### src/rtl/spimemio_pkg.sv
// Shared definitions for the spimemio read cache: line geometry and controller states.
package spimemio_pkg;

  localparam int LINE_WORDS  = 4;
  localparam int OFFSET_BITS = 2;

  typedef enum logic {
    IDLE = 1'b0,
    FILL = 1'b1
  } cache_state_t;

endpackage

### src/rtl/spimemio_cache.sv
// Direct-mapped, read-only instruction/data cache in front of the spimemio flash port.
// Misses are filled as sequential 4-word bursts to keep the flash in continuous-read mode.
module spimemio_cache
  import spimemio_pkg::*;
#(
  parameter  int LINES    = 16,
  localparam int IDX_BITS = $clog2(LINES),
  localparam int TAG_BITS = 24 - 2 - OFFSET_BITS - IDX_BITS
) (
  input  logic        clk,
  input  logic        resetn,
  input  logic        cpu_valid,
  output logic        cpu_ready,
  input  logic [23:0] cpu_addr,
  output logic [31:0] cpu_rdata,
  input  logic        flush,
  output logic        mem_valid,
  input  logic        mem_ready,
  output logic [23:0] mem_addr,
  input  logic [31:0] mem_rdata,
  output logic        busy
);

  cache_state_t state_q, state_d;

  logic [LINES-1:0]    valid_q;
  logic [TAG_BITS-1:0] tag_q  [LINES];
  logic [31:0]         data_q [LINES][LINE_WORDS];

  logic [IDX_BITS-1:0]    fill_idx_q;
  logic [TAG_BITS-1:0]    fill_tag_q;
  logic [OFFSET_BITS-1:0] fill_cnt_q;
  logic                   poison_q;

  logic [IDX_BITS-1:0]    cpu_idx;
  logic [TAG_BITS-1:0]    cpu_tag;
  logic [OFFSET_BITS-1:0] cpu_off;
  logic                   hit;
  logic                   start_fill;
  logic                   fill_done;
  logic                   unused_addr_bits;

  assign cpu_off          = cpu_addr[3:2];
  assign cpu_idx          = cpu_addr[3+IDX_BITS:4];
  assign cpu_tag          = cpu_addr[23:4+IDX_BITS];
  assign unused_addr_bits = ^cpu_addr[1:0];

  assign hit       = valid_q[cpu_idx] && (tag_q[cpu_idx] == cpu_tag);
  assign cpu_rdata = data_q[cpu_idx][cpu_off];
  assign busy      = (state_q == FILL);

  always_ff @(posedge clk or negedge resetn) begin
    if (!resetn) state_q <= IDLE;
    else         state_q <= state_d;
  end

  always_comb begin
    state_d    = state_q;
    cpu_ready  = 1'b0;
    mem_valid  = 1'b0;
    mem_addr   = '0;
    start_fill = 1'b0;
    fill_done  = 1'b0;
    case (state_q)
      IDLE: begin
        cpu_ready = cpu_valid && hit;
        if (cpu_valid && !hit) begin
          start_fill = 1'b1;
          state_d    = FILL;
        end
      end
      FILL: begin
        mem_valid = 1'b1;
        mem_addr  = {fill_tag_q, fill_idx_q, fill_cnt_q, 2'b00};
        if (mem_ready && fill_cnt_q == 2'd3) begin
          fill_done = 1'b1;
          state_d   = IDLE;
        end
      end
      default: state_d = IDLE;
    endcase
  end

  // Fill bookkeeping; poison marks a fill that a flush overtook so its line stays invalid.
  always_ff @(posedge clk or negedge resetn) begin
    if (!resetn) begin
      fill_idx_q <= '0;
      fill_tag_q <= '0;
      fill_cnt_q <= '0;
      poison_q   <= 1'b0;
    end else if (start_fill) begin
      fill_idx_q <= cpu_idx;
      fill_tag_q <= cpu_tag;
      fill_cnt_q <= '0;
      poison_q   <= 1'b0;
    end else if (state_q == FILL) begin
      if (mem_ready) fill_cnt_q <= fill_cnt_q + 2'd1;
      if (flush)     poison_q   <= 1'b1;
    end
  end

  // A flush landing on the completing edge still wins over the new valid bit.
  always_ff @(posedge clk or negedge resetn) begin
    if (!resetn) begin
      valid_q <= '0;
      for (int i = 0; i < LINES; i++) tag_q[i] <= '0;
    end else begin
      if (fill_done) begin
        tag_q[fill_idx_q]   <= fill_tag_q;
        valid_q[fill_idx_q] <= !poison_q;
      end
      if (flush) valid_q <= '0;
    end
  end

  always_ff @(posedge clk) begin
    if (state_q == FILL && mem_ready) data_q[fill_idx_q][fill_cnt_q] <= mem_rdata;
  end

endmodule

### config.mk
export PLATFORM = sky130hd
export DESIGN_NAME = spimemio_cache
export DESIGN_NICKNAME = d
export VERILOG_FILES = /design/src/rtl/spimemio_pkg.sv /design/src/rtl/spimemio_cache.sv
export SDC_FILE = /design/constraint.sdc
export NUM_CORES = 2
export LEC_CHECK = 0
export ABC_AREA = 0
export BUFFER_PORTS_ARGS = -buffer_cell sky130_fd_sc_hd__buf_2
export CAP_MARGIN = 20
export CELL_PAD_IN_SITES_DETAIL_PLACEMENT = 1
export CELL_PAD_IN_SITES_GLOBAL_PLACEMENT = 2
export CORE_ASPECT_RATIO = 2
export CORE_MARGIN = 2
export CORE_UTILIZATION = 54
export CTS_BUF_LIST = sky130_fd_sc_hd__clkbuf_8 sky130_fd_sc_hd__clkbuf_16
export CTS_CLUSTER_SIZE = 28
export DETAILED_ROUTE_END_ITERATION = 10
export PLACE_DENSITY_LB_ADDON = 0.1
export SYNTH_ARGS = -nofsm -noshare
export SYNTH_HDL_FRONTEND = slang
export SYNTH_SLANG_ARGS = --single-unit
### constraint.sdc
create_clock -name clk -period 6.03 [get_ports clk]
set_clock_uncertainty 0.15 [all_clocks]
set_input_delay 0 -clock clk [delete_from_list [all_inputs] [get_ports clk]]
set_output_delay 0 -clock clk [all_outputs]
set_load 0.01 [all_outputs]
### Word level (Yosys, flattened, before mapping)

Memories as Yosys holds them, arrays and structs flattened.
Cells that the tools add are included.

* add/sub/neg operators: 1
* order comparisons: 9
* equal/unequal tests: 2
* multiplexer cells: 35
* bitwise logic cells: 5
* reductions and logical operators: 16

Operator list (count)
* bitwise mux 256 bit: 1
* two-way mux 128 bit: 1
* two-way mux 32 bit: 3
* two-way mux 16 bit: 5
* binary-select mux 16 bit (select 4 bit): 1
* binary-select mux 32 bit (select 2 bit): 1
* demux 16 bit (select 4 bit): 1
* demux 32 bit (select 2 bit): 1
* two-way mux 24 bit: 1
* bitwise mux 16 bit: 1
* == test 16 bit: 1
* two-way mux 1 bit: 13
* greater-or-equal comparator 5 bit (second input constant): 2
* less-than comparator 4 x 5 -> 1 bit (second input constant): 2
* inverter 4 -> 5 bit: 2
* logical AND 1 bit: 8
* nonzero test 2 bit: 4
* greater-or-equal comparator 3 bit (second input constant): 2
* two-way mux 2 bit: 3
* inverter 2 -> 3 bit: 2
* less-than comparator 5 x 1 -> 1 bit (second input constant): 1
* binary-select mux 1 bit (select 4 bit): 1
* demux 1 bit (select 4 bit): 1
* greater-or-equal comparator 4 x 1 -> 1 bit (second input constant): 1
* other kinds (7): 9

* flip-flop bits (word level): 296
* bits in writable memories: 2048
* input port bits: 61
* memories kept: 1

Memories
* data_q: depth 16, bits a word 128, rd ports 1, clocked after Yosys merged registers in 0, wr ports 1, RTL line spimemio_cache.sv:28 `logic [31:0] data_q [LINES][LINE_WORDS];`

### Depth between registers and ports, before layout

* word-level depth: 12
* gate-level depth with buffers: 12

### Worst setup path after synthesis

OpenSTA, ideal clock, no wires.

* kind: register to register
* start point: register fill_idx_q[2]
* end point: register tag_q[136] (netlist bit)
* arrival time: 3.141 ns
* data required time: 5.753 ns
* setup slack: 2.613 ns
* stages on the path, launching flop included: 8
* cells stage by stage: dfrtp_1 > clkbuf_1 > nor2b_1 > clkbuf_1 > nand3_1 > nor2_1 > clkbuf_1 > mux2_2

* word-level cells in the longest chain between the ends: 6
* elaborated cells between the ends (all ways): 7

Ends and longest elaborated chain
* start: declaration: RTL line spimemio_cache.sv:30 `logic [IDX_BITS-1:0] fill_idx_q;`
* start signal: assignment: RTL line spimemio_cache.sv:92 `fill_idx_q <= cpu_idx;`
* inverter 4 -> 5 bit (implied by the code) *: RTL line spimemio_cache.sv:109 `tag_q[fill_idx_q] <= fill_tag_q;`
* greater-or-equal comparator 5 bit (implied by the code) / less-than comparator 5 x 1 -> 1 bit (equally long branches): RTL line spimemio_cache.sv:109
* logical AND 1 bit (implied by the code): RTL line spimemio_cache.sv:109
* two-way mux 16 bit (implied by the code): RTL line spimemio_cache.sv:109
* demux 16 bit (select 4 bit) *: RTL line spimemio_cache.sv:109
* bitwise mux 256 bit *: RTL line spimemio_cache.sv:109
* end signal: indexed assignment: RTL line spimemio_cache.sv:109
* end: declaration: RTL line spimemio_cache.sv:27 `logic [TAG_BITS-1:0] tag_q [LINES];`

Every way passes the cells marked *; elsewhere a longest branch is shown, timed or not.
A chain may end at the register's enable or synchronous reset.

### Final worst setup path

* start point: input cpu_addr[5]
* end point: output cpu_rdata[21]

* word-level cells in the longest chain between the ends: 4

Ends and longest elaborated chain
* start: declaration: RTL line spimemio_cache.sv:14 `input logic [23:0] cpu_addr,`
* memory read (16 x 128 bit)
* binary-select mux 32 bit (select 2 bit): RTL line spimemio_cache.sv:49 `assign cpu_rdata = data_q[cpu_idx][cpu_off];`
* two-way mux 32 bit (implied by the code) (2 in a row): RTL line spimemio_cache.sv:49
* end: declaration: RTL line spimemio_cache.sv:15 `output logic [31:0] cpu_rdata,`

Every way passes these cells. The select of a mux whose other input is x is not followed.

==> qor.tcl <==
set qor(detail_route.wirelength.met1_mm) 89.9
set qor(worst_r2r_path_depth) 9
set qor(type_of_the_setup_path_with_the_least_slack) {in2out}
set qor(critical_path_s_largest_stage_delay_ps) 630
set qor(cts.htree.levels) 4
set qor(postRouteAntennaNets) 0
set qor(tritoncts) {done}
set qor(clock_power_share) 0.351
set qor(floorplan.initialDensity) 0.543
set qor(r2r_slack_ps) 1750
set qor(design.core.area_um2) 169000
set qor(run_status) {completed}
set qor(post-route-period-util) 0.783
set qor(syn_area_um2) 92000
set qor(synth_top_area_share) 0.669
set qor(post_dp_cell_area_um2) 95700
set qor(critical_path.top_delay_family) {buffers and inverters}
set qor(post-route-min-period_ps) 4720
set qor(placement.setup.worst_slack_ps) 1710
set qor(route.vias.total) 44800
set qor(dr.first_iter.drc_count) 4167
set qor(die_w_um) 296
set qor(final_layout_size_suffix_gt1_frac) 0.299
set qor(critical_path.slowest_cell) {sky130_fd_sc_hd__buf_4}
set qor(clock.fmax_mhz) 212
set qor(initial_antenna_violation_count) 15
set qor(first_global_vias) 48600
set qor(wl_mm) 248
set qor(detail_route.first_pass.iterations) 5
set qor(multiInputGateArea_um2) 22100
set qor(required_ps) 5880
set qor(crit_path_end_kind) {output port}
set qor(gr-total-overflow) 0
set qor(power.leakage_nw) 35.1
set qor(holdCritStartpoint) {mem_rdata[29]}
set qor(cts_hold_buffers) 93
set qor(areaGrowthSynthToFinish_pct) 12.7
set qor(number_of_cts_inserted_buffers) 201
set qor(worst_r2r_src) {tag_q[201]$_DFFE_PN0P_}
set qor(finalMaxSlewViolations) 0
set qor(grt_max_degree) 135
set qor(ys_top_cells_by_area) {sky130_fd_sc_hd__edfxtp_1 (67%), sky130_fd_sc_hd__mux4_2 (17%), sky130_fd_sc_hd__dfrtp_1 (8.1%), sky130_fd_sc_hd__nand2_1 (2.3%), sky130_fd_sc_hd__mux2_2 (1.3%)}
set qor(grt_use_total) 0.293
set qor(library_cell_with_the_largest_summed_area_after_synthesis) {sky130_fd_sc_hd__edfxtp_1}
set qor(route.met2.wl_mm) 134
set qor(cp_max_fo) 47
set qor(cts_buffer_depth) 4
set qor(worst-slew-pin-transition_ps) 1140
set qor(worstSkewPairLatency_ps) 850
set qor(timing.max_slew.rel_slack) 0.239
set qor(hpwlAfterDp_mm) 143
set qor(synthArstFlopShare) 0.126
set qor(post-cts-setup-buffer-count) 0
set qor(synth_area_per_cell_um2) 21.1
set qor(unrepaired_setup_endpoints_after_global_routing) {no}
set qor(cpMostUsedCell) {sky130_fd_sc_hd__buf_4}
set qor(wire_per_inst_um) 34.9
set qor(switching_power_mw) 9.02
set qor(p_seq_frac) 0.536
set qor(remaining_drc_errors) 0
set qor(arrival_ps) 4570
set qor(regArea_um2) 68900
set qor(power.share.switching) 0.246
set qor(min-delay-path-class) {in2reg}
set qor(top_layer) {met5}
set qor(crit-reg2reg-capture) {fill_tag_q[13]$_DFFE_PN0P_}
set qor(hold_path_depth) 2
set qor(netlist_instances) 4362
set qor(hold-path-endpoint) {data_q[6][93]$_DFFE_PP_}
set qor(avgViaCountPerCell) 6.30
set qor(port_buffers) 115
set qor(postSynth.topFlopCell) {sky130_fd_sc_hd__edfxtp_1}
set qor(max-cap-violations) 0
set qor(clock_input_transition_at_the_sequential_cells_of_the_worst_setup_and_hold_paths_ps) 60
set qor(cp.buffers_inverters) 6
set qor(synth_warnings) 0
set qor(final.setup.tns_ps) 0
set qor(globalplace.congestion) 0.836
set qor(placed_cells_incl_taps) 6614
set qor(synth_seq_cells) 2344
set qor(combPwrFrac) 0.113
set qor(p_int_mw) 27.7
set qor(layout_setup_ws_ps) 1310
set qor(cp_cell_sequence) {dlygate4sd3_1 -> buf_8 -> buf_4 -> buf_4 -> buf_4 -> mux4_2 -> mux4_2 -> nor2b_1 -> a211oi_1 -> a31oi_1 -> buf_2}
set qor(synth-edff-count) 2048
set qor(filler_cell_count) 14000
set qor(chipHeight_um) 588
set qor(report.final.hold_viol_count) 0
set qor(cts_root_buf) {sky130_fd_sc_hd__clkbuf_16}
set qor(total_die_area_um2) 174000
set qor(cts_repair_resize_count) 0
set qor(power-per-cell-area_nw_per_um2) 354
set qor(detailroute.wirelength.met3_mm) 12.4
set qor(setup_viol_count_final) 0
set qor(global_route_wire_length_before_repair_mm) 356
set qor(io_pins) 120
set qor(std_cell_rows) 214
set qor(ys_seq_area_frac) 0.749
set qor(worstSetupStartpointType) {input port}
set qor(num-nets-final) 4741
set qor(postLayoutCellArea_um2) 104000
set qor(layout.cells.non_filler) 7108
set qor(clock_sinks) 2344
set qor(synthDistinctLibCells) 66
set qor(vdd_ir_drop_max_mv) 0.306
logic make-up (layout without fill, tap and decap cells):
logic type / Yosys count / in the layout / synth area share
flip-flops: 2344 / 2344 / 0.749
multiplexers: 877 / 877 / 0.195
AND/OR/NAND/NOR: 752 / 752 / 0.0330
buffers and inverters: 280 / 747 / 0.0143
AO/OA/AOI/OAI: 88 / 88 / 0.00661
XOR/XNOR: 16 / 16 / 0.00152
adder cells (fa/ha/maj): 4 / 4 / 0.000544
other: 1 / 12 / 0.0000408
worst max path at each step:
stage                              start                     end  slack (ps)  cells after the start
2_1_floorplan  fill_idx_q[2]$_DFFE_PN0P_  tag_q[136]$_DFFE_PN0P_        2610                      7
3_3_place_gp                 cpu_addr[4]            cpu_rdata[9]        1720                      7
3_5_place_dp                 cpu_addr[4]            cpu_rdata[9]        1710                      7
4_1_cts                      cpu_addr[5]           cpu_rdata[21]        1340                     11
5_1_grt                      cpu_addr[5]           cpu_rdata[18]        1190                     11
6_report                     cpu_addr[5]           cpu_rdata[21]        1310                     11
per-layer routing:
metal,global-route usage,vias up
met1,0.362,24500
met3,0.0346,483
met4,0.124,6
li1,-,18300
met2,0.519,1556
met5,0,-
cells in the mapped netlist (all sizes together), types with 7 or more instances:
| master | n |
|---|---|
| nand3 | 23 |
| mux4 | 712 |
| edfxtp | 2048 |
| mux2 | 120 |
| xnor2 | 8 |
| xor2 | 8 |
| clkbuf | 112 |
| a211oi | 8 |
| a21oi | 19 |
| and2 | 24 |
| nor2b | 17 |
| buf | 146 |
| mux2i | 45 |
| nand2 | 569 |
| dfrtp | 296 |
| a31oi | 7 |
| inv | 10 |
| o22ai | 13 |
| nor2 | 91 |
| o21ai | 10 |
| clkinv | 12 |
cell type report:
class                           instances  share of cell area
Inverter                               22            0.000821
Sequential cell                      2344               0.665
Timing Repair Buffer                  368              0.0314
Clock inverter                        147              0.0113
Antenna cell                           10            0.000241
Tap cell                             2268              0.0274
Multi-Input combinational cell       1739               0.214
Clock buffer                          210              0.0504
worst reg2reg max path, cell delays in order, from the launching register on:
cell and delay (ps):
sky130_fd_sc_hd__dfrtp_1 390, sky130_fd_sc_hd__mux4_2 460, sky130_fd_sc_hd__o21ai_0 750, sky130_fd_sc_hd__o22ai_1 180, sky130_fd_sc_hd__o21a_1 220, sky130_fd_sc_hd__nor4_2 500
sky130_fd_sc_hd__a21oi_4 240, sky130_fd_sc_hd__buf_4 330, sky130_fd_sc_hd__mux2_4 360, sky130_fd_sc_hd__dlygate4sd3_1 570
power by group through the flow:
stage,combinational (mW),sequential (mW),clock (mW)
floorplan,2.71,19.5,0
global placement,3.90,19.9,0
finish,4.16,19.7,12.9
CTS,4.17,19.7,13.1
detailed placement,4.01,20.0,0
global route,4.47,19.8,13.6
registers in the layout, summed over array words and instances (netlist names):
name,flops
tag_q,256
fill_idx_q,4
fill_tag_q,16
valid_q,16
busy,1
fill_cnt_q,2
poison_q,1
data_q,2048
placed cells by master, fill, tap and decap left out, types with 44 or more instances in the layout:
| cell | Yosys | final |
|---|---|---|
| sky130_fd_sc_hd__clkinv_1 | 12 | 44 |
| sky130_fd_sc_hd__inv_1 | 9 | 45 |
| sky130_fd_sc_hd__nand2_1 | 569 | 569 |
| sky130_fd_sc_hd__buf_4 | 16 | 114 |
| sky130_fd_sc_hd__mux2i_1 | 45 | 45 |
| sky130_fd_sc_hd__mux4_2 | 712 | 712 |
| sky130_fd_sc_hd__edfxtp_1 | 2048 | 2048 |
| sky130_fd_sc_hd__dfrtp_1 | 296 | 296 |
| sky130_fd_sc_hd__nor2_4 | 0 | 53 |
| sky130_fd_sc_hd__buf_2 | 112 | 109 |
| sky130_fd_sc_hd__mux2_2 | 104 | 104 |
| sky130_fd_sc_hd__clkbuf_16 | 0 | 207 |
| sky130_fd_sc_hd__dlygate4sd3_1 | 0 | 104 |
through the flow:
| stage | util | hold WS, ps | power, mW |
|---|---|---|---|
| 2_1_floorplan | - | -446 | 22.2 |
| 3_3_place_gp | 0.564 | -60.5 | 23.8 |
| 3_5_place_dp | 0.565 | -59.5 | 24.0 |
| 4_1_cts | 0.608 | 84.1 | 36.9 |
| 5_1_grt | 0.611 | 24.5 | 37.8 |
| 6_report | 0.612 | 13.4 | 36.7 |
No activity file was read; power rests on OpenSTA's default activity.
